$ cat config.mk
export PLATFORM = sky130hd
export DESIGN_NAME = aes_core_arb
export DESIGN_NICKNAME = d
export VERILOG_FILES = /design/src/rtl/aes_pkg.sv /design/src/rtl/aes_rr_pick.sv /design/src/rtl/aes_core_arb.sv
export SDC_FILE = /design/constraint.sdc
export NUM_CORES = 1
export LEC_CHECK = 0
export BUFFER_PORTS_ARGS = -buffer_cell sky130_fd_sc_hd__clkbuf_2
export CAP_MARGIN = 10
export CORE_MARGIN = 10
export CORE_UTILIZATION = 45
export DETAILED_ROUTE_END_ITERATION = 16
export GPL_TIMING_DRIVEN = 0
export MAX_ROUTING_LAYER = met4
export PLACE_DENSITY = 0.76
export SETUP_SLACK_MARGIN = 0.05
export SLEW_MARGIN = 10
export SYNTH_ARGS = -nofsm -noshare
export SYNTH_HDL_FRONTEND = slang
export SYNTH_SLANG_ARGS = --single-unit
$ cat constraint.sdc
create_clock -name clk -period 1.55 [get_ports clk]
set_input_delay 0.31 -clock clk [delete_from_list [all_inputs] [get_ports clk]]
set_output_delay 0.31 -clock clk [all_outputs]
set_load 0.02 [all_outputs]
$ cat src/rtl/aes_pkg.sv
// Shared types and constants for the AES core arbiter: FSM state encoding,
// AES-128 round count and counter widths.
package aes_pkg;

  typedef enum logic [2:0] {
    ST_IDLE,
    ST_GRANT,
    ST_RUN,
    ST_DONE,
    ST_DRAIN
  } arb_state_t;

  localparam int AES128_ROUNDS = 10;
  localparam int TO_W          = 7;
  localparam int RND_W         = 4;

endpackage

$ cat src/rtl/aes_rr_pick.sv
// Two-way round-robin selector: returns a one-hot pick from the request vector,
// breaking a tie in favour of the requester named by the priority pointer.
module aes_rr_pick (
  input  logic [1:0] req,
  input  logic       ptr,
  output logic [1:0] pick
);

  always_comb begin
    pick = req;
    if (req == 2'b11) pick = ptr ? 2'b10 : 2'b01;
  end

endmodule

$ cat src/rtl/aes_core_arb.sv
// Shares one AES core between two requesters: round-robin grant, core handshake
// sequencing, round-count check and a RUN watchdog, with per-requester done/error.
module aes_core_arb
  import aes_pkg::*;
#(
  parameter int TIMEOUT_CYCLES = 64,
  parameter int ROUNDS         = AES128_ROUNDS
) (
  input  logic       clk,
  input  logic       rst_n,
  input  logic [1:0] req,
  input  logic [1:0] key_valid,
  output logic [1:0] grant,
  output logic [1:0] done,
  output logic [1:0] error,
  output logic       busy,
  output logic       core_data_stable,
  output logic       core_key_ready,
  input  logic       core_finished,
  input  logic [1:0] core_round_type_sel
);

  localparam logic [TO_W-1:0]  TO_LAST = TO_W'(TIMEOUT_CYCLES - 1);
  localparam logic [RND_W-1:0] RND_EXP = RND_W'(ROUNDS);

  arb_state_t       r_state;
  logic             r_ptr;
  logic             r_owner;
  logic             r_drain;
  logic [TO_W-1:0]  r_to_cnt;
  logic [RND_W-1:0] r_round_cnt;
  logic [1:0]       r_grant;
  logic [1:0]       r_done;
  logic [1:0]       r_error;
  logic             r_busy;
  logic             r_data_stable;
  logic             r_key_ready;
  logic [1:0]       w_pick;
  logic             w_unused_sel;

  // Only the mid-round marker matters here; the final-round bit is ignored.
  assign w_unused_sel = core_round_type_sel[1];

  aes_rr_pick u_pick (
    .req  (req),
    .ptr  (r_ptr),
    .pick (w_pick)
  );

  always_ff @(posedge clk or negedge rst_n) begin
    if (!rst_n) begin
      r_state       <= ST_IDLE;
      r_ptr         <= 1'b0;
      r_owner       <= 1'b0;
      r_drain       <= 1'b0;
      r_to_cnt      <= '0;
      r_round_cnt   <= '0;
      r_grant       <= '0;
      r_done        <= '0;
      r_error       <= '0;
      r_busy        <= 1'b0;
      r_data_stable <= 1'b0;
      r_key_ready   <= 1'b0;
    end else begin
      r_done  <= '0;
      r_error <= '0;
      case (r_state)
        ST_IDLE: begin
          if (|req) begin
            r_grant       <= w_pick;
            r_owner       <= w_pick[1];
            r_data_stable <= 1'b1;
            r_busy        <= 1'b1;
            r_state       <= ST_GRANT;
          end
        end
        ST_GRANT: begin
          r_to_cnt    <= '0;
          r_round_cnt <= '0;
          r_key_ready <= key_valid[r_owner];
          r_state     <= ST_RUN;
        end
        ST_RUN: begin
          r_key_ready <= key_valid[r_owner];
          r_to_cnt    <= r_to_cnt + TO_W'(1);
          if (core_round_type_sel[0] && (r_round_cnt != {RND_W{1'b1}}))
            r_round_cnt <= r_round_cnt + RND_W'(1);
          // A finish on the watchdog's last cycle still counts as a finish.
          if (core_finished || (r_to_cnt == TO_LAST)) begin
            r_grant       <= '0;
            r_data_stable <= 1'b0;
            r_key_ready   <= 1'b0;
            if (core_finished && (r_round_cnt == RND_EXP)) begin
              r_done[r_owner] <= 1'b1;
              r_state         <= ST_DONE;
            end else begin
              r_error[r_owner] <= 1'b1;
              r_drain          <= 1'b0;
              r_state          <= ST_DRAIN;
            end
          end
        end
        ST_DONE: begin
          r_ptr   <= ~r_owner;
          r_busy  <= 1'b0;
          r_state <= ST_IDLE;
        end
        ST_DRAIN: begin
          // Two quiet cycles let the core fall back to its own idle state.
          r_drain <= 1'b1;
          if (r_drain) begin
            r_ptr   <= ~r_owner;
            r_busy  <= 1'b0;
            r_state <= ST_IDLE;
          end
        end
        default: r_state <= ST_IDLE;
      endcase
    end
  end

  assign grant            = r_grant;
  assign done             = r_done;
  assign error            = r_error;
  assign busy             = r_busy;
  assign core_data_stable = r_data_stable;
  assign core_key_ready   = r_key_ready;

endmodule
Word-level counts from Yosys, hierarchy flattened
Cells that the tools add are included.
Widths: inputs -> output; s select.
{"block": "word_totals", "ff_bits": 26, "inputBits": 9, "output_inout_bits": 9, "wordCells": 83}
{"block": "op_classes", "addsub": 2, "n_lt_le_gt_ge": 2, "n_eq_ne": 13, "muxes": 35, "bitwise": 1, "n_reduce_logical": 18}
{"op": "$mux 2", "n": 10}
{"op": "$pmux 7 s2", "n": 1}
{"op": "$mux 3", "n": 4}
{"op": "$pmux 3 s4", "n": 1}
{"op": "$reduce_and 3->1", "n": 4}
{"op": "$mux 1", "n": 10}
{"op": "$ne 2x2->1 const B", "n": 5}
{"op": "$pmux 1 s2", "n": 4}
{"op": "$pmux 4 s2", "n": 1}
{"op": "$reduce_bool 2->1", "n": 4}
{"op": "$add 7x1->7 const B", "n": 1}
{"op": "$eq 7x6->1 const B", "n": 1}
{"op": "$eq 3x2->1 const B", "n": 2}
{"op": "$reduce_and 2->1", "n": 3}
{"op": "$add 4x1->4 const B", "n": 1}
{"op": "$eq 4x4->1 const B", "n": 1}
{"op": "$mux 4", "n": 1}
{"op": "$ne 4x4->1 const B", "n": 1}
{"op": "$pmux 2 s2", "n": 1}
{"op": "$eq 3x1->1 const B", "n": 1}
{"op": "$eq 3x3->1 const B", "n": 1}
{"op": "$logic_and 1x1->1", "n": 3}
{"op": "$logic_not 3->1", "n": 1}
{"op": "$pmux 1 s3", "n": 1}
{"op": "other kinds (8)", "n": 8}

Longest topological paths before layout
{"block": "logic_depth", "depth_word": 7, "mapped_depth": 6, "mapped_depth_nobuf": 5}

Hierarchy
A second synthesis with hierarchy kept.
{"block": "hier_totals", "cells_unflattened": 132, "area_unflattened_um2": 1356.3}
{"module": "aes_core_arb", "n_inst": 1, "cells_each": 129, "area_each_um2": 1337.5, "seq_area_each_um2": 650.6}
{"module": "aes_rr_pick", "n_inst": 1, "cells_each": 3, "area_each_um2": 18.8, "seq_area_each_um2": 0.0}

Worst setup path before layout
Ideal clock, no wire load.
{"block": "synth_timing", "path_kind": "reg2reg", "start": "reg r_state[0]", "end": "reg r_to_cnt[5]", "arrival_ns": 1.344, "required_ns": 1.418, "slack_ns": 0.074, "stages_incl_launch_ff": 6, "path_buffers": 2, "synth_period_minus_slack_ns": 1.476, "cell_sequence": "dfrtp_1 buf_6 or3b_4 buf_6 o311ai_4 o31ai_2"}
{"block": "synth_via", "elab_chain_cells": 2, "word_cells_on_any_way": 4}
{"item": "start, declared", "line_no": "aes_core_arb.sv:26", "rtl": "arb_state_t r_state;"}
{"item": "start signal, assigned", "line_no": "aes_core_arb.sv:52", "rtl": "r_state <= ST_IDLE;"}
{"item": "start signal, assigned", "line_no": "aes_core_arb.sv:74", "rtl": "r_state <= ST_GRANT;"}
{"item": "start signal, assigned", "line_no": "aes_core_arb.sv:81", "rtl": "r_state <= ST_RUN;"}
{"item": "$eq 3x2->1 / $eq 3x1->1 (equally long branches)", "line_no": "aes_core_arb.sv:67", "rtl": "case (r_state)"}
{"item": "$pmux 7 s2 / $reduce_bool 2->1 (equally long branches)"}
{"item": "end signal, assigned", "line_no": "aes_core_arb.sv:85", "rtl": "r_to_cnt <= r_to_cnt + TO_W'(1);"}
{"item": "end, declared", "line_no": "aes_core_arb.sv:30", "rtl": "logic [TO_W-1:0] r_to_cnt;"}
Parallel ways exist; a longest one is shown, timed or not.
A chain may end at the register's enable or synchronous reset.

Worst setup path in the final report
{"block": "layout_timing", "start": "reg r_state[0]", "end": "reg r_round_cnt[2]"}
{"block": "layout_via", "elab_chain_cells": 3, "word_cells_on_any_way": 6}
{"item": "$eq 3x2->1 / $eq 3x1->1 (equally long branches)", "line_no": "aes_core_arb.sv:67"}
{"item": "$ne 2x2->1 (no source line) / $reduce_bool 2->1 (equally long branches)"}
{"item": "$reduce_and 2->1 (no source line)"}
{"item": "end signal, assigned", "line_no": "aes_core_arb.sv:87", "rtl": "r_round_cnt <= r_round_cnt + RND_W'(1);"}
{"item": "end, declared", "line_no": "aes_core_arb.sv:31", "rtl": "logic [RND_W-1:0] r_round_cnt;"}
Parallel ways exist; a longest one is shown, timed or not.

==> flow_results.xml <==
<?xml version="1.0" encoding="UTF-8"?>
<metrics>
  <group name="status">
    <metric name="status" unit="">finished clean</metric>
  </group>
  <group name="timing">
    <metric name="finalCritPeriodShare" unit="">0.978</metric>
    <metric name="period_needed" unit="ps">1520</metric>
    <metric name="maxSlewViolCount" unit="">0</metric>
    <metric name="slew-limit-headroom" unit="">0.578</metric>
    <metric name="setup_viol" unit="">0</metric>
    <metric name="setup_repair_after_global_routing_missed_its_margin" unit="">yes</metric>
    <metric name="fmax" unit="GHz">0.660</metric>
    <metric name="hold_viol" unit="">0</metric>
    <metric name="worst_clock_skew" unit="ps">20.6</metric>
    <metric name="worst-slew-pin-transition" unit="ps">632</metric>
    <metric name="final_critical_path_setup_slack" unit="ps">34.4</metric>
  </group>
  <group name="die">
    <metric name="initial_utilization" unit="">0.462</metric>
    <metric name="dieHeight" unit="um">75.5</metric>
    <metric name="die_area" unit="sq um">5700</metric>
    <metric name="floorplan.core_area" unit="sq um">3000</metric>
    <metric name="dieWidth" unit="um">75.5</metric>
    <metric name="rows" unit="">20</metric>
    <metric name="ioPinCount" unit="">18</metric>
  </group>
  <group name="cts">
    <metric name="clock_tree.htree_level_count" unit="">1</metric>
    <metric name="tritoncts_clock_tree" unit="">built</metric>
    <metric name="clkSlewWorstSetupHoldPaths" unit="ps">150</metric>
    <metric name="cts_made_buffers" unit="">3</metric>
    <metric name="clkLatencyLatePin" unit="ps">330</metric>
    <metric name="number_of_sinks_on_the_clock_net" unit="">26</metric>
    <metric name="cts-root-buf" unit="">clkbuf_4</metric>
    <metric name="clock_tree.buffer_depth" unit="">2</metric>
  </group>
  <group name="setup_path">
    <metric name="crit_arrival" unit="ps">1710</metric>
    <metric name="timing.critical_path.cells" unit="">buf_6 &gt; or3b_4 &gt; buf_8 &gt; o31ai_4 &gt; a32oi_1</metric>
    <metric name="cpMaxStageDelayCell" unit="">dfrtp_1</metric>
    <metric name="worst_setup_path_start_kind" unit="">flip-flop</metric>
    <metric name="reg2reg_setup_slack" unit="ps">30</metric>
    <metric name="path_buf_inv" unit="">2</metric>
    <metric name="worst-path-max-fanout" unit="">8</metric>
    <metric name="endpoint_kind" unit="">flip-flop</metric>
    <metric name="cp_slowest_stage_delay" unit="ps">400</metric>
    <metric name="worst-setup-path-type" unit="">flip-flop to flip-flop</metric>
    <metric name="crit_family" unit="">flip-flops</metric>
    <metric name="crit_required" unit="ps">1750</metric>
  </group>
  <group name="synthesis">
    <metric name="synth_edf_count" unit="">0</metric>
    <metric name="synth.lib_cells_used.distinct" unit="">48</metric>
    <metric name="synth_cells" unit="">131</metric>
    <metric name="synth_fp_nets" unit="">143</metric>
    <metric name="netlist.top_cell.by_area" unit="">dfrtp_1</metric>
    <metric name="synth-seq-cells" unit="">26</metric>
    <metric name="asyncSetResetFlopFracSynth" unit="">1.00</metric>
    <metric name="synth.top_cell.area_share" unit="">0.469</metric>
    <metric name="synth_ff_type" unit="">dfrtp_1</metric>
    <metric name="post_synth_instance_area" unit="sq um">1390</metric>
    <metric name="synth_top_cells_by_area" unit="">dfrtp_1 47%, mux2i_1 5.0%, nand2_1 4.3%, ha_1 2.7%, nand3_1 2.5%</metric>
    <metric name="avg_inst_size_synth" unit="sq um">10.6</metric>
    <metric name="yosysWarningCount" unit="">0</metric>
    <metric name="synth-seq-area-share" unit="">0.469</metric>
  </group>
  <group name="pwr">
    <metric name="sw_frac_of_total" unit="">0.371</metric>
    <metric name="netSwitchingPower" unit="W">0.00110</metric>
    <metric name="power_density" unit="nW/um^2">1700</metric>
    <metric name="power.share.clock" unit="">0.159</metric>
    <metric name="power_leakage" unit="nW">0.835</metric>
    <metric name="power_report.internal_total" unit="W">0.00186</metric>
    <metric name="p_seq_frac" unit="">0.348</metric>
    <metric name="power.ir.vdd_worst" unit="uV">681</metric>
    <metric name="share_comb_of_total_power" unit="">0.493</metric>
  </group>
  <group name="routing">
    <metric name="route.antenna.remaining_nets" unit="">0</metric>
    <metric name="post-route-drc-count" unit="">0</metric>
    <metric name="dr.pass1.iters" unit="">4</metric>
    <metric name="totalWireLength" unit="um">3170</metric>
    <metric name="via_count" unit="">1159</metric>
    <metric name="viasPerCell" unit="">5.85</metric>
    <metric name="detail_route.iter0.violations" unit="">80</metric>
    <metric name="drt-wirelength-per-cell" unit="um">16.0</metric>
  </group>
  <group name="cells_and_area">
    <metric name="most_common_cell_after_layout_fill_and_taps_aside" unit="">dfrtp_1</metric>
    <metric name="fin_cells" unit="">198</metric>
    <metric name="areaGrowthSynthToFinish" unit="%">25.2</metric>
    <metric name="finish.net_count" unit="">178</metric>
    <metric name="fraction_of_final_layout_cells_sized_beyond_drive_strength_1" unit="">0.345</metric>
    <metric name="layout_common_cells" unit="">25 x dfrtp_1, 16 x nand2_1, 16 x clkbuf_2</metric>
    <metric name="diodes" unit="">0</metric>
    <metric name="fin_util" unit="">0.579</metric>
  </group>
  <group name="job">
    <metric name="drv_cap" unit="">0</metric>
  </group>
  <group name="global_routing">
    <metric name="grt_remaining_overflow" unit="">0</metric>
    <metric name="grt_max_degree" unit="">27</metric>
    <metric name="first_global_vias" unit="">1107</metric>
    <metric name="grtUsageTotal" unit="">0.118</metric>
    <metric name="grt_first_pass_wirelength" unit="um">5120</metric>
    <metric name="grt_antenna_before_repair" unit="">0</metric>
  </group>
  <group name="place">
    <metric name="place.gp.congestion" unit="">0.869</metric>
    <metric name="place.detailed.hpwl" unit="um">2150</metric>
    <metric name="io_buffer_count" unit="">16</metric>
    <metric name="placed_instances" unit="">180</metric>
    <metric name="place_worst_setup_slack" unit="ps">10.9</metric>
  </group>
  <group name="hold_path">
    <metric name="hold_class" unit="">input pin to flip-flop</metric>
  </group>
</metrics>
-- metal layers --
| layer | track usage | vias up | share of wire |
|---|---|---|---|
| met2 | 0.192 | 35 | 0.49 |
| met1 | 0.143 | 563 | 0.45 |
| met5 | - | - | 0 |
| met4 | 0.0309 | 0 | 0.0088 |
| li1 | - | 554 | - |
| met3 | 0.0313 | 7 | 0.050 |
-- worst min-delay path, stage by stage --
cell	delay (ps)
clkbuf_2	120
nand4_1	100
a32oi_1	60
-- synth_stat cells (2+ instances only) --
master	n
nor3_1	4
buf_2	2
nor2_1	2
mux2i_1	7
nand2_1	16
or3b_1	2
a21o_1	2
dfrtp_1	26
or2_2	3
ha_1	3
inv_1	6
a21oi_1	5
nand4_1	3
a31oi_1	2
o21ai_0	5
nand3_1	7
buf_6	3
and3_1	2
o22ai_1	2
-- kinds of logic (layout without fill, tap and decap cells) --
kind of cell,count (synthesis),count (layout),synth area share
and+or+nand+nor,51,51,0.218
AOI/OAI and AO/OA,31,31,0.174
DFF,26,26,0.469
buffers and inverters,12,46,0.0532
muxes,8,8,0.0586
adders and majority gates,3,3,0.0271
-- worst paths after layout --
| kind | cells past startpoint | to | from |
|---|---|---|---|
| worst max-delay path | 5 | r_round_cnt[2] | r_state[0] |
| worst min-delay path | 3 | r_round_cnt[2] | core_round_type_sel[0] |
| worst max register to register | 5 | r_round_cnt[2] | r_state[0] |
| worst min register to register | 1 | r_round_cnt[0] | r_round_cnt[0] |
| max in group asynchronous | 2 | r_state[2] | rst_n |
| min in group asynchronous | 2 | error[1] | rst_n |
-- state kept, by name, summed over array words and instances (netlist names) --
name	count
busy	1
core_data_stable	1
core_key_ready	1
done	2
error	2
grant	2
r_drain	1
r_owner	1
r_ptr	1
r_round_cnt	4
r_state	3
r_to_cnt	7
-- metrics by stage --
stage	total power (W)	hold slack, ps	area, sq um	setup TNS (ps)
after global placement	0.00211	360	1510	0
after CTS	0.00276	270	1630	0
after detailed placement	0.00215	358	1510	0
after floorplan	0.00185	14.4	1390	0
after global routing	0.00316	297	1740	-10.8
final	0.00296	293	1740	0
-- final cells by class --
cell class              count  area, sq um
fillers                   260         1260
multi-input cells          93          692
flip-flops and latches     26          652
repair buffers             30          205
plain buffers               6         72.6
well taps                  33         41.3
clock inverters             1         30.0
clock buffers               3         22.5
inverters                   6         22.5
-- power groups by stage --
stage               registers (W)  logic, W  clock network, W
floorplan                 0.00109  0.000763                 0
global placement          0.00103   0.00108                 0
detailed placement        0.00104   0.00111                 0
CTS                       0.00103   0.00125          0.000481
global route              0.00106   0.00160          0.000506
finish                    0.00103   0.00146          0.000469
-- what timing repair did --
| action | in CTS | in global routing |
|---|---|---|
| gates cloned | 0 | 1 |
| buffers inserted | 4 | 8 |
| pin swaps | 4 | 4 |
| resized for setup | 8 | 8 |
| hold endpoints to repair | 26 | 0 |
| endpoints found under the setup margin | 5 | 18 |
| hold buffers | 1 | 0 |
Power figures use the tool's default switching activity.
